$ cat config.mk
export PLATFORM = sky130hd
export DESIGN_NAME = bypass_scoreboard
export DESIGN_NICKNAME = d
export VERILOG_FILES = /design/src/rtl/bypass_scoreboard.sv
export SDC_FILE = /design/constraint.sdc
export NUM_CORES = 1
export LEC_CHECK = 0
export CELL_PAD_IN_SITES_DETAIL_PLACEMENT = 1
export CELL_PAD_IN_SITES_GLOBAL_PLACEMENT = 1
export CORE_MARGIN = 2
export CORE_UTILIZATION = 35
export DETAILED_ROUTE_END_ITERATION = 8
export PLACE_DENSITY = 0.86
export SETUP_SLACK_MARGIN = 0.05
export SLEW_MARGIN = 5
export SYNTH_ARGS = -nofsm -noshare
export SYNTH_HDL_FRONTEND = slang
export SYNTH_SLANG_ARGS = --single-unit
$ cat constraint.sdc
create_clock -name clk -period 9.6 [get_ports clk]
set_input_delay 2.88 -clock clk [delete_from_list [all_inputs] [get_ports clk]]
set_output_delay 2.88 -clock clk [all_outputs]
set_load 0.01 [all_outputs]
$ cat src/rtl/bypass_scoreboard.sv
// Purpose : register scoreboard with operand bypass selection for an in-order issue stage.
// Latency : issue_stall/src_data are combinational (zero cycle); pending counts update on the next clk edge.
// Backpr. : issue_stall holds the instruction in decode on unresolved sources or a saturated writer count.
//
// Ports:
//   clk, rst          - single clock, asynchronous active-high reset
//   flush             - discard all in-flight writers (pending counts cleared next edge)
//   issue_*           - decoded instruction: valid, write-enable, destination, sources
//   rf_data           - register-file read data, one word per source
//   byp_*             - bypass stages, index 0 youngest; valid/ready/rd/data per stage
//   wb_*              - writeback retiring one writer per cycle
//   issue_stall       - hold instruction in decode
//   src_data          - resolved operand per source
//   stall_cycles      - saturating stall counter, built only with SCOREBOARD_STATS_EN defined
//
// Optional feature: define SCOREBOARD_STATS_EN to build the stall-cycle counter;
// otherwise stall_cycles is tied to zero.

module bypass_scoreboard #(
    parameter  int NUM_REGS = 32,
    parameter  int DATA_W   = 32,
    parameter  int NUM_SRC  = 2,
    parameter  int NUM_BYP  = 2,
    localparam int REG_W    = $clog2(NUM_REGS)
) (
    input  logic                             clk,
    input  logic                             rst,
    input  logic                             flush,
    input  logic                             issue_valid,
    input  logic                             issue_we,
    input  logic [REG_W-1:0]                 issue_rd,
    input  logic [NUM_SRC-1:0][REG_W-1:0]    issue_src,
    input  logic [NUM_SRC-1:0][DATA_W-1:0]   rf_data,
    input  logic [NUM_BYP-1:0]               byp_valid,
    input  logic [NUM_BYP-1:0]               byp_ready,
    input  logic [NUM_BYP-1:0][REG_W-1:0]    byp_rd,
    input  logic [NUM_BYP-1:0][DATA_W-1:0]   byp_data,
    input  logic                             wb_valid,
    input  logic [REG_W-1:0]                 wb_rd,
    input  logic [DATA_W-1:0]                wb_data,
    output logic                             issue_stall,
    output logic [NUM_SRC-1:0][DATA_W-1:0]   src_data,
    output logic [31:0]                      stall_cycles
);

    // Outstanding-writer count per architectural register; entry 0 never leaves 0.
    logic [1:0] r_pending [NUM_REGS];

    logic [NUM_SRC-1:0]              w_byp_hit;
    logic [NUM_SRC-1:0]              w_byp_rdy;
    logic [NUM_SRC-1:0][DATA_W-1:0]  w_byp_dat;
    logic [NUM_SRC-1:0]              w_src_stall;
    logic                            w_rd_full;
    logic                            w_issue_acc;
    logic [NUM_REGS-1:0]             w_inc;
    logic [NUM_REGS-1:0]             w_dec;

    // Bypass match per source. Stages are scanned oldest to youngest so the
    // youngest matching stage overwrites any older one; a younger writer that
    // is not ready yet therefore masks stale data further down the pipe.
    always_comb begin
        w_byp_hit = '0;
        w_byp_rdy = '0;
        w_byp_dat = '0;
        for (int s = 0; s < NUM_SRC; s++) begin
            for (int i = NUM_BYP - 1; i >= 0; i--) begin
                if (byp_valid[i] && (byp_rd[i] == issue_src[s])) begin
                    w_byp_hit[s] = 1'b1;
                    w_byp_rdy[s] = byp_ready[i];
                    w_byp_dat[s] = byp_data[i];
                end
            end
        end
    end

    // Operand resolution priority: x0, bypass, writeback, scoreboard/register file.
    // A stalling source drives 0 so the output is never a stale value.
    always_comb begin
        src_data    = '0;
        w_src_stall = '0;
        for (int s = 0; s < NUM_SRC; s++) begin
            if (issue_src[s] == '0) begin
                src_data[s] = '0;
            end else if (w_byp_hit[s]) begin
                if (w_byp_rdy[s]) begin
                    src_data[s] = w_byp_dat[s];
                end else begin
                    w_src_stall[s] = 1'b1;
                end
            end else if (wb_valid && (wb_rd == issue_src[s])) begin
                src_data[s] = wb_data;
            end else if (r_pending[issue_src[s]] != 2'd0) begin
                // Writer is in flight but outside the bypass window.
                w_src_stall[s] = 1'b1;
            end else begin
                src_data[s] = rf_data[s];
            end
        end
    end

    // A fourth writer cannot be counted unless a retirement frees a slot this cycle.
    always_comb begin
        w_rd_full = issue_we && (issue_rd != '0) && (r_pending[issue_rd] == 2'd3)
                    && !(wb_valid && (wb_rd == issue_rd));
    end

    assign issue_stall = issue_valid && ((|w_src_stall) || w_rd_full);
    assign w_issue_acc = issue_valid && !issue_stall && !flush;

    always_comb begin
        w_inc = '0;
        w_dec = '0;
        for (int r = 1; r < NUM_REGS; r++) begin
            w_inc[r] = w_issue_acc && issue_we && (issue_rd == REG_W'(r));
            w_dec[r] = wb_valid && (wb_rd == REG_W'(r));
        end
    end

    // Simultaneous increment and decrement on one register cancel out.
    // Decrement at zero is dropped (writeback of a flushed writer).
    always_ff @(posedge clk or posedge rst) begin
        if (rst) begin
            for (int r = 0; r < NUM_REGS; r++) begin
                r_pending[r] <= 2'd0;
            end
        end else if (flush) begin
            for (int r = 0; r < NUM_REGS; r++) begin
                r_pending[r] <= 2'd0;
            end
        end else begin
            for (int r = 1; r < NUM_REGS; r++) begin
                if (w_inc[r] && !w_dec[r]) begin
                    r_pending[r] <= r_pending[r] + 2'd1;
                end else if (!w_inc[r] && w_dec[r] && (r_pending[r] != 2'd0)) begin
                    r_pending[r] <= r_pending[r] - 2'd1;
                end
            end
        end
    end

`ifdef SCOREBOARD_STATS_EN
    logic [31:0] r_stall_cycles;

    always_ff @(posedge clk or posedge rst) begin
        if (rst) begin
            r_stall_cycles <= 32'd0;
        end else if (issue_stall && (r_stall_cycles != 32'hFFFF_FFFF)) begin
            r_stall_cycles <= r_stall_cycles + 32'd1;
        end
    end

    assign stall_cycles = r_stall_cycles;
`else
    assign stall_cycles = 32'd0;
`endif

endmodule

; ---- Word level (Yosys, flattened, before mapping)
; Index checks and enable logic that the tools add are counted.
[word_totals]
register_bits = 62
latch_bits = 0
mem_bits_rw = 0
rom_bits = 0
n_memories = 0
[op_classes]
n_addsub = 62
multipliers = 0
n_div = 0
n_lt_le_gt_ge = 3
eq_ne = 70
n_shift = 0
muxes = 104
n_bitwise = 3
n_reduce_logical = 303
[ops]
columns = cell, n
row1 = $mux W32, 14
row2 = $logic_and A1 B1 Y1, 169
row3 = $eq A5 B5 Y1 const B, 32
row4 = $mux W2, 68
row5 = $reduce_bool A3 Y1, 31
row6 = $eq A5 B4 Y1 const B, 16
row7 = $reduce_bool A2 Y1, 33
row8 = $logic_not A1 Y1, 65
row9 = $add A2 B1 Y2 const B, 31
row10 = $mux W62, 1
row11 = $sub A2 B1 Y2 const B, 31
row12 = $eq A5 B3 Y1 const B, 8
row13 = $eq A5 B5 Y1, 7
row14 = $bmux W2 S5, 3
row15 = $eq A5 B2 Y1 const B, 4
row16 = $ge A6 B6 Y1 const B, 3
row17 = $mux W1, 18
row18 = $not A5 Y6, 3
row19 = $eq A5 B1 Y1 const B, 2
row20 = $logic_not A5 Y1, 2
row21 = $reduce_bool A5 Y1, 1
row22 = $eq A2 B2 Y1 const B, 1
row23 = $reduce_or A2 Y1, 1
row24 = $logic_or A1 B1 Y1, 1

; ---- Longest topological paths before layout
; Gate-level depths: netlist (run 1).
[depth]
depth_word = 23
depth_mapped = 11
mapped_depth_nobuf = 8

; ---- Worst setup path before layout (run 1)
; Ideal clock, no wire load.
[synth_timing]
kind = input to output
from = input port issue_src[0] (netlist name)
to = output port src_data[0] (netlist name)
arrival_time_ns = 4.747
required_ns = 6.720
slack_ns = 1.973
path_stages = 10
n_path_buf = 4
cell_sequence = buf_2 > buf_2 > a211o_1 > a21oi_1 > o311ai_1 > and2_1 > buf_2 > buf_2 > nand3_1 > a311oi_1
[synth_lines]
columns = element, line_no
row1 = start: declaration, 32  ; input logic [NUM_SRC-1:0][REG_W-1:0] issue_src,
row2 = end: declaration, 42  ; output logic [NUM_SRC-1:0][DATA_W-1:0] src_data,

==> impl_results.md, run 1 <==
* Placer congestion estimate at 0.949
* Register bit total from synthesis at 62
* Clock slew at reported path FFs at approximately 0.060 ns
* Max reg flops at 62
* # fillers at 3345
* First-pass GRT wire length at between 70 and 80 mm
* Post-synth EDFFs at 0
* Core area at about 26000 sq um
* Slew at the pin with the worst max-slew slack at 1.17 ns
* # setup viols final at 0
* Relative slew slack at 21.9%
* Cell Rows at 59
* DR DRC count at 0
* Dpl hpwl at 35.4 mm
* Final net count at 1800
* DR WL/cell at 24.4 microns
* Reg2Reg Depth at 9
* GRT Overall Usage at 33.0%
* Post-synthesis compound-gate area fraction at 25.4%
* Most frequent cells in the layout: clkdlybuf4s50_1, nand2_1, nor2_1
* Max-slew violations at 0
* Synthesized area at ~9200 sq um
* Combinational family with the most area after synthesis: simple AND/OR/NAND/NOR gates
* Setup TNS at 0 ns
* RSZ-0062 raised after global routing: no
* I/O pin count at 297
* WHS at 0.590 ns
* Top_reg_cell synth: dfrtp_1
* Vias in the first global route at 12100
* Tcrit/Tclk final at between 90 and 100%
* Post-Synth Adder-Cell Area at 0%
* CP Launch Type: primary input
* Final Skew at 0.00649 ns
* Number of antenna violations at the first check in global routing at 6
* Initial cell density of the core at 35.6%
* Endpoints failing hold at 0
* Status: finished, final reports clean
* Port bufs at between 200 and 300
* Cells after Synth at 1413
* Clk sinks at 62
* Die area at 27700 sq um
* YS warnings at 0
* Pin count of the biggest net entering global routing at 82
* Longest Clk Path Bufs at 2
* Hold path depth at 2
* CTS tree: done
* Max-cap violations at 0
* Worst Path Max Fanout at 19
* Synth Area in XOR/XNOR at 3.32%
* DR vias/cell at 6.25
* Worst-skew pair later-pin latency at 0.35 ns
* TritonRoute pass-1 iters at 5
* CTS H-tree lvls at 3
* Async SR Flop Fraction at 100%
* Req. time, crit path at 6.72 ns
* Hold Path Class: reg2reg
* Simple-Gate Fraction of Synth Area at 41.6%
* GR Overflow Total at 0
* Die X at 167 microns
* DR vias at 12200
* Peak Freq at roughly 110 MHz
* Sequential cell area fraction in the yosys report at between 10% and 20%
* Resized cells post-CTS at 0
* Maximum vdd drop at about 78 uV
* Commonest non-fill, non-tap cell in the layout: clkdlybuf4s50_1
* DRT iter0 DRCs at 1392
* Vert. Die Dim at 167 microns
* Clock root cell: clkbuf_16
* Antenna Nets Post-Route at 0
* Area delta synth->final at 32.1%
* Share of cells above drive strength 1 at 9.29%
* Synth cell types at 64
* CP arrival at around 6.4 ns
* Pwr dens at ~83 nW/um^2
* Top flop regs: r_pending x62
* Shortest period the worst path allows at 9.28 ns
* Setup Fix Bufs, Post-CTS at 0
* Syn avg cell area at 6.54 sq um
* Multiplexer area fraction after synthesis at 3.18%
* Crit path capture type: output pin
* CTS Buf Count at 9
* Register name with the most flops: r_pending
* CP Class: in2out
* Static Leak at 4.52 nW
* Detailed Route WL at 47.5 mm
* Hold buffers post-CTS at 0
synthesized netlist by cell type, types with 7 or more instances:
master    instances  area (sq um)
a21oi_1          41           205
a311oi_1         34           298
a31o_2           34           298
a31oi_1          33           206
and2_1            7          43.8
buf_2            21           105
buf_4            42           315
buf_6            10           113
clkbuf_1         86           323
dfrtp_1          62          1550
inv_1             7          26.3
mux4_2           10           225
nand2_1         249           935
nand2b_1          9          56.3
nand3_1         114           571
nor2_1          220           826
nor2b_1          43           269
nor3_1           55           275
nor4_2           30           375
nor4b_1          31           272
o211ai_1         41           308
o21ai_0          47           235
o21ai_1          48           240
o21bai_1         30           225
xnor2_1          11          96.3
xor2_1           24           210
routing by layer:
metal / part of all wire (%) / GRT usage (%) / vias to the layer above / routed length (microns)
li1: - / - / 5399 / -
met1: 41 / 41.7 / 6019 / 19300
met2: 47 / 55.0 / 616 / 22500
met3: 7.3 / 5.11 / 128 / 3490
met4: 4.6 / 15.6 / 0 / 2180
met5: 0 / 0 / - / 0
cell families after synthesis:
kind of cell | after synthesis
other | 1
AO/OA/AOI/OAI | 342
AND/OR/NAND/NOR | 787
multiplexers | 15
XOR/XNOR | 35
flip-flops | 62
buffers and inverters | 171
stage by stage:
step                cells  worst slack, ns  total power (W)  area, sq um  utilization (%)
finish               1945            0.320          0.00102        12200             47.0
global route         1944            0.196          0.00105        12200             47.0
CTS                  1939            0.267          0.00102        12200             46.9
detailed placement   1924            0.268         0.000701        11900             45.9
global placement     1924            0.387         0.000695        11900             45.9
floorplan            1444             1.97         0.000484         9360                -
power breakdown:
part	switching [W]	internal (W)	leakage, nW
registers	0.000000654	0.000262	0.866
logic	0.000234	0.000206	3.53
clock network	0.000127	0.000187	0.133
critical path, cell delays in order:
cell	delay [ns]
clkdlybuf4s50_1	0.68
xor2_1	0.26
nor4_1	0.50
and3_1	0.31
and2_1	0.61
buf_12	0.25
nand2_1	0.08
o21ai_1	0.21
clkdlybuf4s50_1	0.61
path summary, 6_finish.rpt:
check	start	end	slack, ns
setup / recovery	issue_src[8]	src_data[54]	0.32
hold reg to reg	r_pending[17]$_DFFE_PP0P_	r_pending[17]$_DFFE_PP0P_	0.59
hold / removal	r_pending[17]$_DFFE_PP0P_	r_pending[17]$_DFFE_PP0P_	0.59
setup reg to reg	r_pending[34]$_DFFE_PP0P_	r_pending[18]$_DFFE_PP0P_	6.56
min in group asynchronous	rst	r_pending[16]$_DFFE_PP0P_	3.12
max in group asynchronous	rst	r_pending[41]$_DFFE_PP0P_	5.89
layout make-up:
type,instances,area [sq um],share of cell area (%)
Tap cell,335,419,3.43
Sequential cell,62,1550,12.7
Clock inverter,1,5.00,0.0410
Inverter,10,37.5,0.307
Multi-Input combinational cell,1211,6930,56.7
Antenna cell,6,15.0,0.123
Clock buffer,14,264,2.16
Timing Repair Buffer,306,2990,24.5
No activity file was read; power rests on OpenSTA's default activity.
==> run 2, diff against run 1 <==
PLACE_DENSITY = 0.94   (was 0.86)
==> run 2 against run 1 <==
Power increased by 3.2%. Clock skew about the same. Register-to-register slack got worse by 0.25 ns. Maximum frequency decreased by 2.0%. Clock-buffer cell count decreased by 2. Largest power group unchanged. Cell count increased by 0.41%. Global-route usage increased by 0.062 points. Combinational power about the same.
==> impl_results.md, run 2 (synthesis results as in run 1) <==
* Status: finished, final reports clean
* Hold path depth at 2 (unchanged)
* Final Skew at 0.00685 ns (+0.000364 ns)
* Pin count of the biggest net entering global routing at 72 (-12%)
* DR vias/cell at 6.24 (-0.16%)
* Hold Path Class: reg2reg
* Placer congestion estimate at 0.963 (+1.4%)
* Area delta synth->final at 33.2%
* Shortest period the worst path allows at 9.47 ns (+0.189 ns)
* GRT Overall Usage at 33.0% (+0.062 points)
* Reg2reg setup slack at 6.31 ns (-0.25 ns)
* FF-to-FF Start: r_pending[34]$_DFFE_PP0P_
* CTS tree: done
* DR WL/cell at 24.5 microns (+0.18%)
* M3 GR Usage at 5.13% (+0.024 points)
* Pwr dens at 85.4 nW/um^2 (+2.4%)
* Gr busiest metal: met2
* Total power at 0.00105 W (+3.2%)
* GRT met1 Usage at 41.8% (+0.16 points)
* Max-cap violations at 0 (unchanged)
* Dpl hpwl at 36.3 mm (+2.5%)
* Number of antenna violations at the first check in global routing at 4 (-2)
* Port bufs at 264 (unchanged)
* CP Launch Type: primary input
* Register name with the most flops: r_pending
* Clock root cell: clkbuf_16
* Detailed Route WL at 47.8 mm (+0.59%)
* GR Overflow Total at 0 (unchanged)
* Worst Path Max Fanout at 14 (-5)
* CP arrival at 6.59 ns (+0.19 ns)
* Max reg flops at 62 (unchanged)
* Longest Clk Path Bufs at 2 (unchanged)
* Clock slew at reported path FFs at 0.05 ns (about the same)
* Worst R2R End: r_pending[1]$_DFFE_PP0P_
* CTS H-tree lvls at 3 (unchanged)
* Setup TNS at 0 ns (unchanged)
* Relative slew slack at 17.2% (-4.7 points)
* Met2 Use GR at 54.6% (-0.45 points)
* Antenna Nets Post-Route at 0 (unchanged)
* Resized cells post-CTS at 0 (unchanged)
* Die X at 167 microns (unchanged)
* Max-slew violations at 0 (unchanged)
* Most frequent cells in the layout: clkdlybuf4s50_1, nand2_1, nor2_1
* Setup Fix Bufs, Post-CTS at 0 (unchanged)
* RSZ-0062 raised after global routing: no
* I/O pin count at 297 (unchanged)
* CP Class: in2out
* Final net count at 1808 (+0.44%)
* Initial cell density of the core at 35.6% (unchanged)
* Fin util at 47.4% (+0.39 points)
* Vert. Die Dim at 167 microns (unchanged)
* CTS Buf Count at 9 (unchanged)
* Worst Min Path Start: r_pending[23]$_DFFE_PP0P_
* DR vias at 12200 (+0.25%)
* Reg2Reg Depth at 9 (unchanged)
* # setup viols final at 0 (unchanged)
* DR DRC count at 0 (unchanged)
* Tcrit/Tclk final at 98.6% (+2.0 points)
* Maximum vdd drop at 79.4 uV (+2.0%)
* First-pass GRT wire length at 72.5 mm (about the same)
* DRT iter0 DRCs at 1414 (+1.6%)
* Slew at the pin with the worst max-slew slack at 1.24 ns (+0.0698 ns)
* Die area at 27700 sq um (unchanged)
* Commonest non-fill, non-tap cell in the layout: clkdlybuf4s50_1
* Hold buffers post-CTS at 0 (unchanged)
* Clk sinks at 62 (unchanged)
* Cell Rows at 59 (unchanged)
* Hold worst-path end: r_pending[23]$_DFFE_PP0P_
* Endpoints failing hold at 0 (unchanged)
* Worst-skew pair later-pin latency at 0.36 ns (about the same)
* Req. time, crit path at 6.72 ns (about the same)
* Vias in the first global route at 12200 (+0.43%)
* Share of cells above drive strength 1 at 9.92% (+0.63 points)
* Peak Freq at 106 MHz (-2.0%)
* Top flop regs: r_pending x62
* TritonRoute pass-1 iters at 5 (unchanged)
* Crit path capture type: output pin
* Core area at 26000 sq um (unchanged)
* Worst Setup SP: issue_src[6]
* Static Leak at 4.58 nW (+1.3%)
-- run 2: changes by cell type in the layout (fill, tap and decap cells not counted), sizes merged --
cell / change
bufinv: +1
clkdlybuf4s50: +1
clkbuf: -2
clkinv: +2
diode: -1
dlymetal6s2s: -1
buf: +8
-- run 2: worst max-delay path by stage --
stage / endpoint / slack (ns)
floorplan: src_data[0] / 1.97
global placement: src_data[52] / 0.31
detailed placement: src_data[57] / 0.22
CTS: src_data[57] / 0.20
global route: src_data[63] / 0.07
finish: src_data[57] / 0.13
-- run 2: metal layers --
metal  wire length (microns)  vias up
met1                   19000     5939
met3                    3620      161
met4                    2560        0
met5                       0        -
met2                   22600      676
li1                        -     5417
-- run 2: metrics by stage --
stage / std cells / worst slack, ns / instance area, sq um / hold slack, ns
2_1_floorplan: 1444 / 1.97 / 9360 / 0.527
3_3_place_gp: 1932 / 0.311 / 12000 / 0.559
3_5_place_dp: 1932 / 0.223 / 12000 / 0.575
4_1_cts: 1948 / 0.199 / 12300 / 0.588
5_1_grt: 1951 / 0.0712 / 12300 / 0.624
6_report: 1953 / 0.131 / 12300 / 0.584
-- run 2: layout make-up --
cell class | instances | area [sq um]
multi-input cells | 1211 | 6930
repair buffers | 314 | 3060
clock inverters | 4 | 45.0
flip-flops and latches | 62 | 1550
fillers | 3324 | 13700
well taps | 335 | 419
diodes | 5 | 12.5
clock buffers | 12 | 256
inverters | 10 | 37.5
-- run 2: critical path, cell delays in order --
cell and delay, ns:
clkdlybuf4s50_1 0.63, buf_4 0.26, a21oi_1 0.09, a2111oi_0 0.63, nand4b_1 0.27, and2_1 0.40, buf_4 0.29, nand3_1 0.11
a31o_2 0.25, o21ai_0 0.20, clkdlybuf4s50_1 0.58
-- run 2: report_power, final --
part           internal [W]  switching, W
logic              0.000210      0.000234
registers          0.000262   0.000000687
clock network      0.000214      0.000131
total              0.000685      0.000366
==> run 3, diff against run 2 <==
CELL_PAD_IN_SITES_GLOBAL_PLACEMENT = 2   (was 1)
CORE_UTILIZATION = 27   (was 35)
PLACE_DENSITY = default   (was 0.94)
PLACE_DENSITY_LB_ADDON = 0.1   (was default)
==> run 3 against run 2 <==
Combinational power barely moved. Flip-flop and latch count did not move. Sequential share of layout area decreased by 0.15 points. Hold slack gained 0.0038 ns. Critical path depth unchanged. Via count is 5.5% lower. Largest cell class unchanged.
==> impl_results.md, run 3 (synthesis results as in run 1) <==
* Pin count of the biggest net entering global routing at 82 (+14%)
* I/O pin count at 297 (unchanged)
* Register name with the most flops: r_pending
* Cell Rows at 67 (+14%)
* Max reg flops at 62 (unchanged)
* Cells after DPL at 2044 (+5.8%)
* DR vias/cell at 5.58 (-11%)
* Share of cells above drive strength 1 at 9.93% (about the same)
* Detailed Route WL at 49.8 mm (+4.3%)
* Pwr dens at 88.3 nW/um^2 (+3.5%)
* Antenna Nets Post-Route at 0 (unchanged)
* Die X at 189 microns (+14%)
* Status: finished, final reports clean
* Shortest period the worst path allows at 9.25 ns (-0.224 ns)
* First-pass GRT wire length at 75.0 mm (+3.4%)
* Commonest non-fill, non-tap cell in the layout: clkdlybuf4s50_1
* Initial cell density of the core at 27.5% (-8.1 points)
* CP Class: in2out
* Top flop regs: r_pending x62
* Final net count at 1807 (-0.055%)
* Resized cells post-CTS at 0 (unchanged)
* Vert. Die Dim at 189 microns (+14%)
* DR WL/cell at 24.1 microns (-1.4%)
* DR vias at 11500 (-5.5%)
* Reg2reg setup slack at 6.67 ns (+0.36 ns)
* Worst R2R End: r_pending[44]$_DFFE_PP0P_
* Crit path capture type: output pin
* TritonRoute pass-1 iters at 4 (-1)
* Static Leak at 4.58 nW (about the same)
* Port bufs at 264 (unchanged)
* Max-slew violations at 0 (unchanged)
* Slew at the pin with the worst max-slew slack at 1.22 ns (-0.0223 ns)
* Flip-flop and latch area at 1550 sq um (unchanged)
* GRT Overall Usage at 27.3% (-5.7 points)
* Req. time, crit path at 6.72 ns (about the same)
* # setup viols final at 0 (unchanged)
* Setup Fix Bufs, Post-CTS at 0 (unchanged)
* Peak Freq at 108 MHz (+2.4%)
* Area taken by multi-input logic gates at 6930 sq um (unchanged)
* Final WS setup at 0.355 ns (+0.224 ns)
* GR Overflow Total at 0 (unchanged)
* Clk sinks at 62 (unchanged)
* Reg2Reg Depth at 9 (unchanged)
* Total power at 0.00110 W (+4.7%)
* Max-cap violations at 0 (unchanged)
* Worst Path Max Fanout at 32 (+18)
* Longest Clk Path Bufs at 2 (unchanged)
* DRT iter0 DRCs at 693 (-51%)
* Area delta synth->final at 34.8%
* Vias in the first global route at 11700 (-3.8%)
* Core area at 33600 sq um (+29%)
* Relative slew slack at 18.7% (+1.5 points)
* Clock slew at reported path FFs at 0.06 ns (about the same)
* Place WS at 0.398 ns (+0.176 ns)
* Placer congestion estimate at 0.849 (-12%)
* Hold worst-path end: r_pending[43]$_DFFE_PP0P_
* Number of antenna violations at the first check in global routing at 7 (+3)
* DR DRC count at 0 (unchanged)
* Tcrit/Tclk final at 96.3% (-2.3 points)
* CP Launch Type: primary input
* Die area at 35700 sq um (+29%)
* CTS tree: done
* Finished Layout Cells at 2067 (+5.8%)
* Setup TNS at 0 ns (unchanged)
* CTS Buf Count at 9 (unchanged)
* FF-to-FF Start: r_pending[2]$_DFFE_PP0P_
* Endpoints failing hold at 0 (unchanged)
* Clock root cell: clkbuf_16
* Hold Path Class: reg2reg
* Final Skew at 0.00987 ns (+0.00301 ns)
* Maximum vdd drop at 86.2 uV (+8.6%)
* Dpl hpwl at 36.7 mm (+1.2%)
* RSZ-0062 raised after global routing: no
* Worst Min Path Start: r_pending[43]$_DFFE_PP0P_
* # fillers at 4219 (+27%)
* Most frequent cells in the layout: clkdlybuf4s50_1, nand2_1, nor2_1
* Hold path depth at 2 (unchanged)
* Hold buffers post-CTS at 0 (unchanged)
* CP arrival at 6.37 ns (-0.22 ns)
* CTS H-tree lvls at 3 (unchanged)
* Design area at 12500 sq um (+1.2%)
* Post-DP Area at 12100 sq um (+0.91%)
* Worst-skew pair later-pin latency at 0.36 ns (about the same)
[run 3: cell types whose count changed in the layout (fill, tap and decap cells not counted), sizes merged]
cell,before,now
buf,51,50
bufinv,1,3
clkbuf,12,10
clkinv,4,1
clkinvlp,0,2
diode,5,7
inv,9,10
[run 3: layer usage]
metal	part of all wire (%)	wire, microns	global-route usage, %
met5	0	0	0
met4	3.0	1490	9.16
met3	5.2	2590	4.65
met2	47	23400	45.3
met1	45	22400	35.9
[run 3: stage by stage]
stage                     hold slack [ns]  util (%)
after floorplan                     0.527         -
after global placement              0.563      36.0
after detailed placement            0.581      36.0
after CTS                           0.593      37.0
after global routing                0.641      37.1
final                               0.588      37.1
[run 3: where the power goes]
group | total (W) | internal, W | switching, W
clock | 0.000397 | 0.000254 | 0.000144
sequential | 0.000262 | 0.000262 | 0.000000630
combinational | 0.000441 | 0.000208 | 0.000233
total | 0.00110 | 0.000723 | 0.000377
[run 3: worst max path at each step]
stage	startpoint	end	slack, ns	cells past startpoint
final	issue_src[5]	src_data[62]	0.35	11
after global placement	issue_src[5]	src_data[62]	0.43	11
after CTS	issue_src[5]	src_data[62]	0.41	11
after floorplan	issue_src[0]	src_data[0]	1.97	10
after global routing	issue_src[5]	src_data[62]	0.19	11
after detailed placement	issue_src[5]	src_data[62]	0.40	11
[run 3: worst max-delay path, cell delays in order]
cell and delay (ns):
clkdlybuf4s50_1 0.79, nor3_1 0.29, a211oi_1 0.08, or4_1 0.51, nand4b_1 0.18, and2_1 0.21, buf_12 0.22, nand3_1 0.13
a31o_2 0.26, o21ai_0 0.18, clkdlybuf4s50_1 0.58
[run 3: cell type report]
| cell class | instances | share of cell area [%] |
|---|---|---|
| clock inverter | 6 | 0.883 |
| sequential | 62 | 12.4 |
| tap | 448 | 4.50 |
| inverter | 10 | 0.301 |
| timing repair buffer | 313 | 24.3 |
| multi-input combinational | 1211 | 55.6 |
| clock buffer | 10 | 1.84 |
| antenna | 7 | 0.141 |
